$ cat config.mk
export PLATFORM = sky130hd
export DESIGN_NAME = ofs_plat_prim_burstcount_sop_tracker_mc
export DESIGN_NICKNAME = d
export VERILOG_FILES = /design/src/rtl/ofs_plat_prim_burst_pkg.sv /design/src/rtl/ofs_plat_prim_burst_chan_ctr.sv /design/src/rtl/ofs_plat_prim_burstcount_sop_tracker_mc.sv
export SDC_FILE = /design/constraint.sdc
export NUM_CORES = 1
export LEC_CHECK = 0
export CAP_MARGIN = 25
export CORE_MARGIN = 2
export CORE_UTILIZATION = 45
export DETAILED_ROUTE_END_ITERATION = 10
export PLACE_DENSITY_LB_ADDON = 0.25
export SYNTH_ARGS = -nofsm -noshare
export SYNTH_HDL_FRONTEND = slang
export SYNTH_HIERARCHICAL = 1
export SYNTH_SLANG_ARGS = --single-unit
export TNS_END_PERCENT = 20
$ cat constraint.sdc
create_clock -name clk -period 4.8 [get_ports clk]
set_input_delay 0.96 -clock clk [delete_from_list [all_inputs] [get_ports clk]]
set_output_delay 0.96 -clock clk [all_outputs]
set_load 0.005 [all_outputs]
$ cat src/rtl/ofs_plat_prim_burst_pkg.sv
// Shared burst-count encoding constants and the burstcount-to-beats conversion
// used by the multi-channel SOP/EOP tracker.
package ofs_plat_prim_burst_pkg;

  localparam int BURST_ORIGIN_AXI    = 0;
  localparam int BURST_ORIGIN_AVALON = 1;

  // Wide enough for any practical BURST_CNT_WIDTH plus the extra beat bit.
  localparam int MAX_BEAT_W = 33;
  typedef logic [MAX_BEAT_W-1:0] beat_cnt_t;

  // An illegal Avalon zero burst is tracked as a single beat so the stream
  // resynchronises on the next flit.
  function automatic beat_cnt_t burst_to_beats(input beat_cnt_t bc, input int origin);
    if (origin == BURST_ORIGIN_AVALON)
      return (bc == '0) ? beat_cnt_t'(1) : bc;
    return bc + beat_cnt_t'(1);
  endfunction

endpackage

$ cat src/rtl/ofs_plat_prim_burst_chan_ctr.sv
// Per-channel burst position state: in-burst flag, flits remaining and the
// beat index of the next flit on this channel.
module ofs_plat_prim_burst_chan_ctr #(
  parameter int BEAT_W = 8
) (
  input  logic              clk,
  input  logic              reset_n,
  input  logic              upd,
  input  logic [BEAT_W-1:0] beats,
  output logic              sop,
  output logic              eop,
  output logic [BEAT_W-1:0] beat_idx,
  output logic              in_burst,
  output logic              in_burst_nxt
);

  logic [BEAT_W-1:0] flits_rem;
  logic [BEAT_W-1:0] beat_cnt;
  logic [BEAT_W-1:0] flits_rem_nxt;
  logic [BEAT_W-1:0] beat_cnt_nxt;

  assign sop      = ~in_burst;
  assign eop      = sop ? (beats == BEAT_W'(1)) : (flits_rem == BEAT_W'(1));
  assign beat_idx = sop ? '0 : beat_cnt;

  always_comb begin
    in_burst_nxt  = in_burst;
    flits_rem_nxt = flits_rem;
    beat_cnt_nxt  = beat_cnt;
    if (upd) begin
      if (eop) begin
        in_burst_nxt  = 1'b0;
        flits_rem_nxt = '0;
        beat_cnt_nxt  = '0;
      end else if (sop) begin
        in_burst_nxt  = 1'b1;
        flits_rem_nxt = beats - BEAT_W'(1);
        beat_cnt_nxt  = BEAT_W'(1);
      end else begin
        flits_rem_nxt = flits_rem - BEAT_W'(1);
        beat_cnt_nxt  = beat_cnt + BEAT_W'(1);
      end
    end
  end

  always_ff @(posedge clk or negedge reset_n) begin
    if (!reset_n) begin
      in_burst  <= 1'b0;
      flits_rem <= '0;
      beat_cnt  <= '0;
    end else begin
      in_burst  <= in_burst_nxt;
      flits_rem <= flits_rem_nxt;
      beat_cnt  <= beat_cnt_nxt;
    end
  end

endmodule

$ cat src/rtl/ofs_plat_prim_burstcount_sop_tracker_mc.sv
// Tracks start/end of burst independently for NUM_CHANNELS interleaved
// streams; reports SOP/EOP/beat index of the addressed flit combinationally.
module ofs_plat_prim_burstcount_sop_tracker_mc
  import ofs_plat_prim_burst_pkg::*;
#(
  parameter int BURST_CNT_WIDTH = 7,
  parameter int NUM_CHANNELS    = 1,
  parameter int BURST_ORIGIN    = 1,
  localparam int CHAN_W = (NUM_CHANNELS > 1) ? $clog2(NUM_CHANNELS) : 1,
  localparam int BEAT_W = BURST_CNT_WIDTH + 1
) (
  input  logic                       clk,
  input  logic                       reset_n,
  input  logic                       flit_valid,
  input  logic [CHAN_W-1:0]          flit_chan,
  input  logic [BURST_CNT_WIDTH-1:0] burstcount,
  output logic                       sop,
  output logic                       eop,
  output logic [BEAT_W-1:0]          beat_idx,
  output logic [NUM_CHANNELS-1:0]    chan_in_burst,
  output logic                       idle,
  output logic                       err_zero_burst,
  output logic                       err_bad_chan
);

  // Every encodable channel number gets a slot; slots beyond NUM_CHANNELS
  // read as zero, which is exactly the required response to a bad channel.
  localparam int CHAN_SLOTS = 1 << CHAN_W;

  logic              chan_ok;
  logic              zero_burst;
  logic              any_in_burst_nxt;
  logic [BEAT_W-1:0] beats;
  logic              slot_sop    [CHAN_SLOTS];
  logic              slot_eop    [CHAN_SLOTS];
  logic [BEAT_W-1:0] slot_idx    [CHAN_SLOTS];
  logic              slot_ib     [CHAN_SLOTS];
  logic              slot_ib_nxt [CHAN_SLOTS];

  assign chan_ok = (32'(flit_chan) < NUM_CHANNELS);
  assign beats   = BEAT_W'(burst_to_beats(beat_cnt_t'(burstcount), BURST_ORIGIN));

  for (genvar i = 0; i < CHAN_SLOTS; i++) begin : g_chan
    if (i < NUM_CHANNELS) begin : g_ctr
      ofs_plat_prim_burst_chan_ctr #(
        .BEAT_W(BEAT_W)
      ) u_ctr (
        .clk          (clk),
        .reset_n      (reset_n),
        .upd          (flit_valid && chan_ok && (flit_chan == CHAN_W'(i))),
        .beats        (beats),
        .sop          (slot_sop[i]),
        .eop          (slot_eop[i]),
        .beat_idx     (slot_idx[i]),
        .in_burst     (slot_ib[i]),
        .in_burst_nxt (slot_ib_nxt[i])
      );
    end else begin : g_unused
      assign slot_sop[i]    = 1'b0;
      assign slot_eop[i]    = 1'b0;
      assign slot_idx[i]    = '0;
      assign slot_ib[i]     = 1'b0;
      assign slot_ib_nxt[i] = 1'b0;
    end
  end

  assign sop      = slot_sop[flit_chan];
  assign eop      = slot_eop[flit_chan];
  assign beat_idx = slot_idx[flit_chan];

  always_comb begin
    chan_in_burst    = '0;
    any_in_burst_nxt = 1'b0;
    for (int i = 0; i < NUM_CHANNELS; i++) begin
      chan_in_burst[i] = slot_ib[i];
      any_in_burst_nxt = any_in_burst_nxt | slot_ib_nxt[i];
    end
  end

  assign zero_burst = flit_valid && chan_ok && sop &&
                      (BURST_ORIGIN == BURST_ORIGIN_AVALON) && (burstcount == '0);

  always_ff @(posedge clk or negedge reset_n) begin
    if (!reset_n) begin
      idle           <= 1'b1;
      err_zero_burst <= 1'b0;
      err_bad_chan   <= 1'b0;
    end else begin
      idle           <= ~any_in_burst_nxt;
      err_zero_burst <= err_zero_burst | zero_burst;
      err_bad_chan   <= err_bad_chan | (flit_valid && !chan_ok);
    end
  end

endmodule
==> results of run 1 <==
## power groups by stage
| stage | clock network [W] | logic [W] | registers (W) |
|---|---|---|---|
| final | 0.0000857 | 0.000185 | 0.000240 |
| after global routing | 0.0000943 | 0.000207 | 0.000246 |
| after CTS | 0.0000888 | 0.000185 | 0.000239 |
| after global placement | 0 | 0.000178 | 0.000241 |
| after detailed placement | 0 | 0.000185 | 0.000242 |
| after floorplan | 0 | 0.000126 | 0.000234 |
## state kept, by name (all words and copies together) (netlist names)
signal / cells
g_chan.g_ctr.u_ctr/flits_rem: 8
g_chan.g_ctr.u_ctr/in_burst: 1
err_bad_chan: 1
g_chan.g_ctr.u_ctr/beat_cnt: 8
idle: 1
err_zero_burst: 1
## worst max-delay path, delay by kind of cell
| kind | cells | cell delay (ns) |
|---|---|---|
| buffers and inverters | 2 | 1.04 |
| and+or+nand+nor | 4 | 0.78 |
| AOI/OAI and AO/OA | 1 | 0.25 |
| adders and majority gates | 1 | 0.17 |
## metal layers
layer,part of all wire,vias to the layer above
met5,0,-
met4,0.0063,0
met3,0.036,2
met2,0.50,27
met1,0.46,641
li1,-,621
## final cells by class
cell class              count  area, sq um  share of cell area
well taps                  44         55.1              0.0319
clock buffers               4         26.3              0.0152
inverters                  10         37.5              0.0217
multi-input cells         123          858               0.497
repair buffers             25          248               0.143
flip-flops and latches     20          502               0.291
## path summary, 6_finish.rpt
kind,end,depth (start not counted)
min in group asynchronous,g_chan[0].g_ctr.u_ctr/beat_cnt[6],1
max reg2reg,g_chan[0].g_ctr.u_ctr/flits_rem[6],6
max,eop,8
min reg2reg,err_bad_chan,1
min,err_bad_chan,1
max in group asynchronous,g_chan[0].g_ctr.u_ctr/flits_rem[4],1
## cell usage after synthesis (all sizes together)
cell	number
dfrtp	19
o2bb2ai	10
conb	1
a21oi	4
xor2	2
nand2b	4
nand3	3
o21a	2
nand2	6
dfstp	1
and2	9
xnor2	1
ha	5
buf	1
mux2i	3
nor2	9
a21boi	1
a31o	1
a21o	2
nor3	8
or4b	1
or4	3
nor2b	6
o211ai	1
clkbuf	11
o22ai	2
clkinv	1
nand4	4
o32ai	2
o31ai	3
nor3b	2
a41o	1
and2b	6
inv	9
and3	4
a311o	1
nor4	3
o21ai	10
a311oi	1
a31oi	1
## metrics by stage
step | area [sq um] | total power [W] | setup slack [ns] | hold slack (ns)
2_1_floorplan | 1440 | 0.000361 | 1.86 | 0.451
3_3_place_gp | 1700 | 0.000419 | 0.719 | 0.439
3_5_place_dp | 1700 | 0.000427 | 0.658 | 0.458
4_1_cts | 1730 | 0.000514 | 0.656 | 0.488
5_1_grt | 1730 | 0.000547 | 0.513 | 0.519
6_report | 1730 | 0.000511 | 0.631 | 0.480
## logic make-up after synthesis
| group | synth area share |
|---|---|
| fa+ha+maj | 0.0434 |
| buf+inv | 0.0582 |
| simple gates | 0.295 |
| mux | 0.0209 |
| xor+xnor | 0.0182 |
| other cells | 0.00260 |
| compound gates | 0.213 |
| flops | 0.348 |
==> metrics.md, run 1 <==
| Metric | Value |
|---|---|
| Status | `completed` |
| Initial DRC Count | `80` |
| CTS resizes | `0` |
| Final hold vios | `0` |
| CTS tree | `built` |
| Placer Congestion | `0.820` |
| CP max-delay cell | `clkdlybuf4s50_1` |
| Max Cap Viol | `0` |
| Startpoint types | `input pin` |
| Final nets | `199` |
| Sw Share | `0.367` |
| CP dominant cell by count | `clkdlybuf4s50_1` |
| Via count | `1291` |
| CTS sink cnt | `20` |
| Unique masters post-synth | `43` |
| CP cell instances | `clkdlybuf4s50_1 > nor4_4 > a21o_2 > ha_1 > nand4_1 > nand2_1 > nor2b_1 > clkdlybuf4s50_1` |
| M3 GR Usage | `0.0277` |
| Max_slew headroom | `0.350` |
| Pins Over Slew Limit | `0` |
| CTS H-tree lvls | `1` |
| Dpl cells | `222` |
| Average wire per standard cell | `14.6 um` |
| Antenna Nets Post-Route | `0` |
| Worst Path Required | `3.84 ns` |
| Critical Path Source | `burstcount[3]` |
| Vias in the first global route | `1223` |
| Average size of a mapped cell | `8.78 sq um` |
| Share of cells above drive strength 1 | `0.0604` |
| Pin count of the biggest net entering global routing | `25` |
| Period utilization | `0.868` |
| Post-Synthesis Cell Area | `1440 sq um` |
| Most frequent cells in the layout | `clkdlybuf4s50_1, dfrtp_1, o21ai_0, o2bb2ai_1` |
| Worst Tran Pin Value | `0.972 ns` |
| Synth area leaders | `dfrtp_1, o2bb2ai_1, ha_1` |
| IO Pins | `25` |
| Synthesized instance count | `164` |
| Post-Layout Cell Count | `226` |
| Die height | `60.6 um` |
| Drt pass-1 iters | `4` |
| Hold path startpoint | `err_bad_chan` |
| Row count | `20` |
| Post-synthesis sequential area ratio | `0.348` |
| Worst reg-to-reg setup slack | `2.88 ns` |
| Peak VDD IR | `184 uV` |
| Clk root buf | `clkbuf_4` |
| Pleak | `0.725 nW` |
| Setup bufs post-CTS | `0` |
| Max incr delay on CP | `0.53 ns` |
| Post-synth top area share | `0.330` |
| First-pass GRT wire length | `5420 um` |
| Die width | `60.6 um` |
| Seq pwr share | `0.470` |
| # DRC | `0` |
| Most used routing layer | `met2` |
| Layout area overhead | `19.9%` |
| P_int | `0.000323 W` |
| Fillers | `291` |
| Commonest non-fill, non-tap cell in the layout | `clkdlybuf4s50_1` |
| CTS Hold Bufs | `0` |
| M1 GR Usage | `0.250` |
| Maximum clock rate | `0.240 GHz` |
| Clock Latency Late Sink | `0.30 ns` |
| Final setup fails | `0` |
| Crit Path Max Fanout | `6` |
| WP data arrival | `3.21 ns` |
| Met2 Track Usage GR | `0.341` |
| Initial antenna violation count | `0` |
| Yosys top cell by area | `dfrtp_1` |
| GR Util All Layers | `0.194` |
| Overflow after GRT | `0` |
| Worst setup EP type | `primary output` |
| Pwr Density | `296 nW/um^2` |
| Clock transition at path regs | `0.11 ns` |
| Max Buffers Root-to-Sink | `2` |
| CTS Buf Count | `3` |
| Unrepaired setup endpoints after global routing | `no` |
| Final core occ | `0.566` |
| # diodes | `0` |
| Port bufs | `24` |
| Core area | `3050 sq um` |
| NetSw | `0.000188 W` |
| Hold Crit Class | `register to register` |
| Vias per inst | `5.71` |
| #FFs+latches synth | `20` |
| DPL Wire Length | `2420 um` |
| Setup TNS | `0 ns` |
| Die area | `3670 sq um` |
| Critical R2R Launch | `g_chan[0].g_ctr.u_ctr/flits_rem[0]` |
| Clock skew | `0.0104 ns` |
| Initial core utilization | `0.472` |
| Drt total wl | `3310 um` |
| Ys Warns | `6` |
| Clock power share | `0.168` |
| Critical path class | `input pin to primary output` |
| Clock period minus worst slack | `4.17 ns` |
| Comb pwr share | `0.362` |
Note: power is estimated with default switching activity, not from simulation.
==> run 2, diff against run 1 <==
- CELL_PAD_IN_SITES_DETAIL_PLACEMENT: default -> 0
- CELL_PAD_IN_SITES_GLOBAL_PLACEMENT: default -> 1
- CORE_MARGIN: 2 -> default
- CORE_UTILIZATION: 45 -> 42
==> metrics.md, run 2 (synthesis gave the netlist of run 1 again) <==
| Metric | Value |
|---|---|
| Fillers | `297 (was 291)` |
| Pin count of the biggest net entering global routing | `24 (was 25)` |
| CP max-delay cell | `clkdlybuf4s50_1 (unchanged)` |
| Critical path class | `input pin to primary output (unchanged)` |
| Max Buffers Root-to-Sink | `2 (unchanged)` |
| Drt pass-1 iters | `4 (unchanged)` |
| Die height | `60.6 um (about the same)` |
| Top Registers | `g_chan.g_ctr.u_ctr/beat_cnt x8, g_chan.g_ctr.u_ctr/flits_rem x8 (unchanged)` |
| Seq pwr share | `0.424 (was 0.470)` |
| Worst setup EP type | `primary output (unchanged)` |
| CP bufs+invs | `2 (unchanged)` |
| CTS Hold Bufs | `0 (unchanged)` |
| Worst setup margin | `0.630 ns (was 0.631 ns)` |
| Startpoint types | `input pin (unchanged)` |
| CTS tree | `built (unchanged)` |
| Sw Share | `0.338 (was 0.367)` |
| Placer Congestion | `0.806 (was 0.820)` |
| Port bufs | `24 (unchanged)` |
| Pleak | `0.738 nW (was 0.725 nW)` |
| Unrepaired setup endpoints after global routing | `no (unchanged)` |
| Comb pwr share | `0.325 (was 0.362)` |
| Peak VDD IR | `153 uV (was 184 uV)` |
| GR Util All Layers | `0.199 (was 0.194)` |
| # diodes | `0 (unchanged)` |
| Die width | `60.6 um (about the same)` |
| Final setup fails | `0 (unchanged)` |
| Via count | `1258 (was 1291)` |
| Max_slew headroom | `0.353 (was 0.350)` |
| Maximum clock rate | `0.240 GHz (about the same)` |
| # DRC | `0 (unchanged)` |
| Initial DRC Count | `63 (was 80)` |
| Pins Over Slew Limit | `0 (unchanged)` |
| Layout area overhead | `21.7% (was 19.9%)` |
| Clk root buf | `clkbuf_4 (unchanged)` |
| Antenna Nets Post-Route | `0 (unchanged)` |
| Vias in the first global route | `1151 (was 1223)` |
| CP dominant cell by count | `clkdlybuf4s50_1 (unchanged)` |
| Pwr Density | `323 nW/um^2 (was 296 nW/um^2)` |
| Final hold vios | `0 (unchanged)` |
| Row count | `20 (unchanged)` |
| WP data arrival | `3.21 ns (about the same)` |
| DPL Wire Length | `2380 um (was 2420 um)` |
| Setup bufs post-CTS | `0 (unchanged)` |
| Initial antenna violation count | `0 (unchanged)` |
| CTS Buf Count | `3 (unchanged)` |
| P_int | `0.000375 W (was 0.000323 W)` |
| Share of cells above drive strength 1 | `0.0659 (was 0.0604)` |
| Vias per inst | `5.57 (was 5.71)` |
| Hold_ws | `0.469 ns (was 0.480 ns)` |
| Final nets | `199 (unchanged)` |
| Hold Crit Class | `register to register (unchanged)` |
| Setup TNS | `0 ns (unchanged)` |
| Worst Tran Pin Value | `0.968 ns (was 0.972 ns)` |
| Clock skew | `0.00813 ns (was 0.0104 ns)` |
| Initial core utilization | `0.457 (was 0.472)` |
| NetSw | `0.000192 W (was 0.000188 W)` |
| First-pass GRT wire length | `5400 um (was 5420 um)` |
| Max incr delay on CP | `0.55 ns (was 0.53 ns)` |
| Clock period minus worst slack | `4.17 ns (about the same)` |
| Max Cap Viol | `0 (unchanged)` |
| Average wire per standard cell | `14.7 um (was 14.6 um)` |
| CTS resizes | `0 (unchanged)` |
| Die area | `3670 sq um (about the same)` |
| Clock Latency Late Sink | `0.32 ns (was 0.30 ns)` |
| Clock power share | `0.251 (was 0.168)` |
| Worst Path Required | `3.84 ns (about the same)` |
| CP top delay family | `buffers and inverters (unchanged)` |
| Period utilization | `0.869 (was 0.868)` |
| CTS sink cnt | `20 (unchanged)` |
| Most frequent cells in the layout | `clkdlybuf4s50_1, dfrtp_1, o21ai_0, o2bb2ai_1 (unchanged)` |
| Final core occ | `0.556 (was 0.566)` |
| CP cell instances | `clkdlybuf4s50_1 > nor4_4 > a21o_2 > ha_1 > nand4_1 > nand2_1 > nor2b_1 > clkdlybuf4s50_1 (unchanged)` |
| Crit Path Max Fanout | `6 (unchanged)` |
| IO Pins | `25 (unchanged)` |
| Core area | `3150 sq um (was 3050 sq um)` |
| Commonest non-fill, non-tap cell in the layout | `clkdlybuf4s50_1 (unchanged)` |
| Status | `completed (unchanged)` |
| CTS H-tree lvls | `1 (unchanged)` |
| Overflow after GRT | `0 (unchanged)` |
| Place WS | `0.644 ns (was 0.658 ns)` |
| Drt total wl | `3330 um (was 3310 um)` |
| Clock transition at path regs | `0.13 ns (was 0.11 ns)` |
run 2: changes by cell type in the layout (fill, tap and decap cells not counted):
cell       change
clkbuf_1       -1
bufinv_16      +1
run 2: worst paths after layout:
kind	from	to	slack (ns)	depth (start not counted)
worst min-delay path	err_bad_chan	err_bad_chan	0.47	1
worst min register to register	err_bad_chan	err_bad_chan	0.47	1
max in group asynchronous	reset_n	g_chan[0].g_ctr.u_ctr/flits_rem[6]	3.04	1
min in group asynchronous	reset_n	err_bad_chan	1.16	1
worst max-delay path	burstcount[4]	eop	0.63	8
worst max register to register	g_chan[0].g_ctr.u_ctr/flits_rem[2]	g_chan[0].g_ctr.u_ctr/in_burst	2.88	4
run 2: layer usage:
layer	routed length [um]	share of wire	track usage
met5	0	0	0
met4	34	0.010	0.0682
met3	170	0.051	0.0192
met2	1360	0.41	0.306
met1	1760	0.53	0.293
run 2: stage by stage:
| stage | instance area, sq um | power [W] | cells |
|---|---|---|---|
| floorplan | 1440 | 0.000361 | 165 |
| global placement | 1700 | 0.000419 | 222 |
| detailed placement | 1700 | 0.000426 | 222 |
| CTS | 1750 | 0.000569 | 226 |
| global route | 1750 | 0.000604 | 226 |
| finish | 1750 | 0.000567 | 226 |
run 2: cell type report:
cell class / count / area, sq um / area share
multi-input cells: 123 / 858 / 0.490
flip-flops and latches: 20 / 502 / 0.286
repair buffers: 25 / 248 / 0.141
well taps: 44 / 55.1 / 0.0314
inverters: 10 / 37.5 / 0.0214
clock inverters: 1 / 30.0 / 0.0171
clock buffers: 3 / 22.5 / 0.0128
run 2: power by group through the flow:
stage                     logic, W  registers, W  clock network [W]
after floorplan           0.000126      0.000234                  0
final                     0.000184      0.000240           0.000142
after global placement    0.000179      0.000240                  0
after CTS                 0.000184      0.000240           0.000145
after detailed placement  0.000183      0.000243                  0
after global routing      0.000207      0.000246           0.000150
==> run 3, diff against run 2 <==
- CELL_PAD_IN_SITES_DETAIL_PLACEMENT: 0 -> default
- CELL_PAD_IN_SITES_GLOBAL_PLACEMENT: 1 -> default
- CORE_UTILIZATION: 42 -> 45
==> metrics.md, run 3 (synthesis gave the netlist of run 1 again) <==
| Metric | Value |
|---|---|
| Placer Congestion | `0.812 (was 0.806)` |
| CTS sink cnt | `20 (unchanged)` |
| CTS Buf Count | `3 (unchanged)` |
| Vias per inst | `5.79 (was 5.57)` |
| Most frequent cells in the layout | `clkdlybuf4s50_1, dfrtp_1, o21ai_0, o2bb2ai_1 (unchanged)` |
| # DRC | `0 (unchanged)` |
| Average wire per standard cell | `14.8 um (was 14.7 um)` |
| Hold path startpoint | `err_bad_chan (unchanged)` |
| Final hold vios | `0 (unchanged)` |
| Maximum clock rate | `0.241 GHz (was 0.240 GHz)` |
| Antenna Nets Post-Route | `0 (unchanged)` |
| Setup bufs post-CTS | `0 (unchanged)` |
| Power Total | `0.000572 W (was 0.000567 W)` |
| CTS Hold Bufs | `0 (unchanged)` |
| Pins Over Slew Limit | `0 (unchanged)` |
| Setup TNS | `0 ns (unchanged)` |
| Worst setup EP type | `primary output (unchanged)` |
| Pin count of the biggest net entering global routing | `25 (was 24)` |
| GR Util All Layers | `0.222 (was 0.199)` |
| CTS H-tree lvls | `1 (unchanged)` |
| Row count | `20 (unchanged)` |
| Critical path class | `input pin to primary output (unchanged)` |
| Clock transition at path regs | `0.13 ns (about the same)` |
| Clock Latency Late Sink | `0.32 ns (about the same)` |
| Top Registers | `g_chan.g_ctr.u_ctr/beat_cnt x8, g_chan.g_ctr.u_ctr/flits_rem x8 (unchanged)` |
| Final setup fails | `0 (unchanged)` |
| Vias in the first global route | `1242 (was 1151)` |
| Pwr Density | `324 nW/um^2 (was 323 nW/um^2)` |
| Period utilization | `0.866 (was 0.869)` |
| Drt pass-1 iters | `4 (unchanged)` |
| FF-to-FF End | `g_chan[0].g_ctr.u_ctr/in_burst (unchanged)` |
| # diodes | `0 (unchanged)` |
| Status | `completed (unchanged)` |
| Final nets | `200 (was 199)` |
| Max Cap Viol | `0 (unchanged)` |
| Worst reg-to-reg setup slack | `2.86 ns (was 2.88 ns)` |
| Die width | `58.6 um (was 60.6 um)` |
| Max Buffers Root-to-Sink | `2 (unchanged)` |
| Worst Path Required | `3.84 ns (about the same)` |
| Worst R2R Path Depth | `4 (unchanged)` |
| Hold Path End | `err_bad_chan (unchanged)` |
| CTS resizes | `0 (unchanged)` |
| IO Pins | `25 (unchanged)` |
| Overflow after GRT | `0 (unchanged)` |
| Unrepaired setup endpoints after global routing | `no (unchanged)` |
| Worst hold path depth | `1 (unchanged)` |
| Hold_ws | `0.483 ns (was 0.469 ns)` |
| WP data arrival | `3.20 ns (was 3.21 ns)` |
| Max_slew headroom | `0.563 (was 0.353)` |
| Initial core utilization | `0.472 (was 0.457)` |
| CTS tree | `built (unchanged)` |
| Drt total wl | `3370 um (was 3330 um)` |
| Die area | `3430 sq um (was 3670 sq um)` |
| Clk root buf | `clkbuf_4 (unchanged)` |
| Share of cells above drive strength 1 | `0.0710 (was 0.0659)` |
| Critical R2R Launch | `g_chan[0].g_ctr.u_ctr/flits_rem[2] (unchanged)` |
| Via count | `1315 (was 1258)` |
| Crit Path Max Fanout | `6 (unchanged)` |
| Layout area overhead | `22.8% (was 21.7%)` |
| Startpoint types | `input pin (unchanged)` |
| Initial DRC Count | `55 (was 63)` |
| Die height | `58.6 um (was 60.6 um)` |
| DPL Wire Length | `2340 um (was 2380 um)` |
| Clock skew | `0.0128 ns (was 0.00813 ns)` |
| Peak VDD IR | `255 uV (was 153 uV)` |
| Worst Tran Pin Value | `0.656 ns (was 0.968 ns)` |
| First-pass GRT wire length | `5690 um (was 5400 um)` |
| Initial antenna violation count | `0 (unchanged)` |
| Commonest non-fill, non-tap cell in the layout | `clkdlybuf4s50_1 (unchanged)` |
| Pleak | `0.745 nW (was 0.738 nW)` |
| Core area | `3050 sq um (was 3150 sq um)` |
| Clock period minus worst slack | `4.16 ns (was 4.17 ns)` |
| Port bufs | `24 (unchanged)` |
| Hold Crit Class | `register to register (unchanged)` |
==> run 3: final cells by class <==
type | count | area (sq um)
multi-input combinational | 123 | 858
sequential | 20 | 502
timing repair buffer | 26 | 263
clock inverter | 1 | 30.0
tap | 44 | 55.1
clock buffer | 3 | 22.5
inverter | 10 | 37.5
fill | 282 | 1280
==> run 3: through the flow <==
stage	setup WS [ns]	cell area (sq um)	utilization	cells
global route	0.472	1770	0.579	227
global placement	0.725	1700	0.557	222
detailed placement	0.665	1700	0.557	222
CTS	0.670	1750	0.574	226
finish	0.645	1770	0.579	227
floorplan	1.86	1440	-	165
==> run 3: critical path: stages <==
cell and delay, ns:
clkdlybuf4s50_1 0.53, nor4_4 0.33, a21o_2 0.24, ha_1 0.17, nand4_1 0.13, nand2_1 0.17, nor2b_1 0.14, clkdlybuf4s50_1 0.51
==> run 3: report_power, final <==
part	switching (W)	internal [W]	total [W]
registers	0.0000364	0.000204	0.000240
logic	0.000100	0.0000882	0.000188
clock network	0.0000595	0.0000845	0.000144
==> run 3: how the worst max path moves through the flow <==
stage | slack (ns) | endpoint | start
2_1_floorplan | 1.86 | eop | burstcount[3]
3_3_place_gp | 0.73 | eop | burstcount[3]
3_5_place_dp | 0.66 | eop | burstcount[3]
4_1_cts | 0.67 | eop | burstcount[3]
5_1_grt | 0.47 | eop | burstcount[3]
6_report | 0.64 | eop | burstcount[3]
==> run 3: per-layer routing <==
metal	global-route usage	vias up	part of all wire
li1	-	633	-
met5	0	-	0
met2	0.399	37	0.52
met3	0.0484	2	0.048
met1	0.274	643	0.43
met4	0.0442	0	0.0050
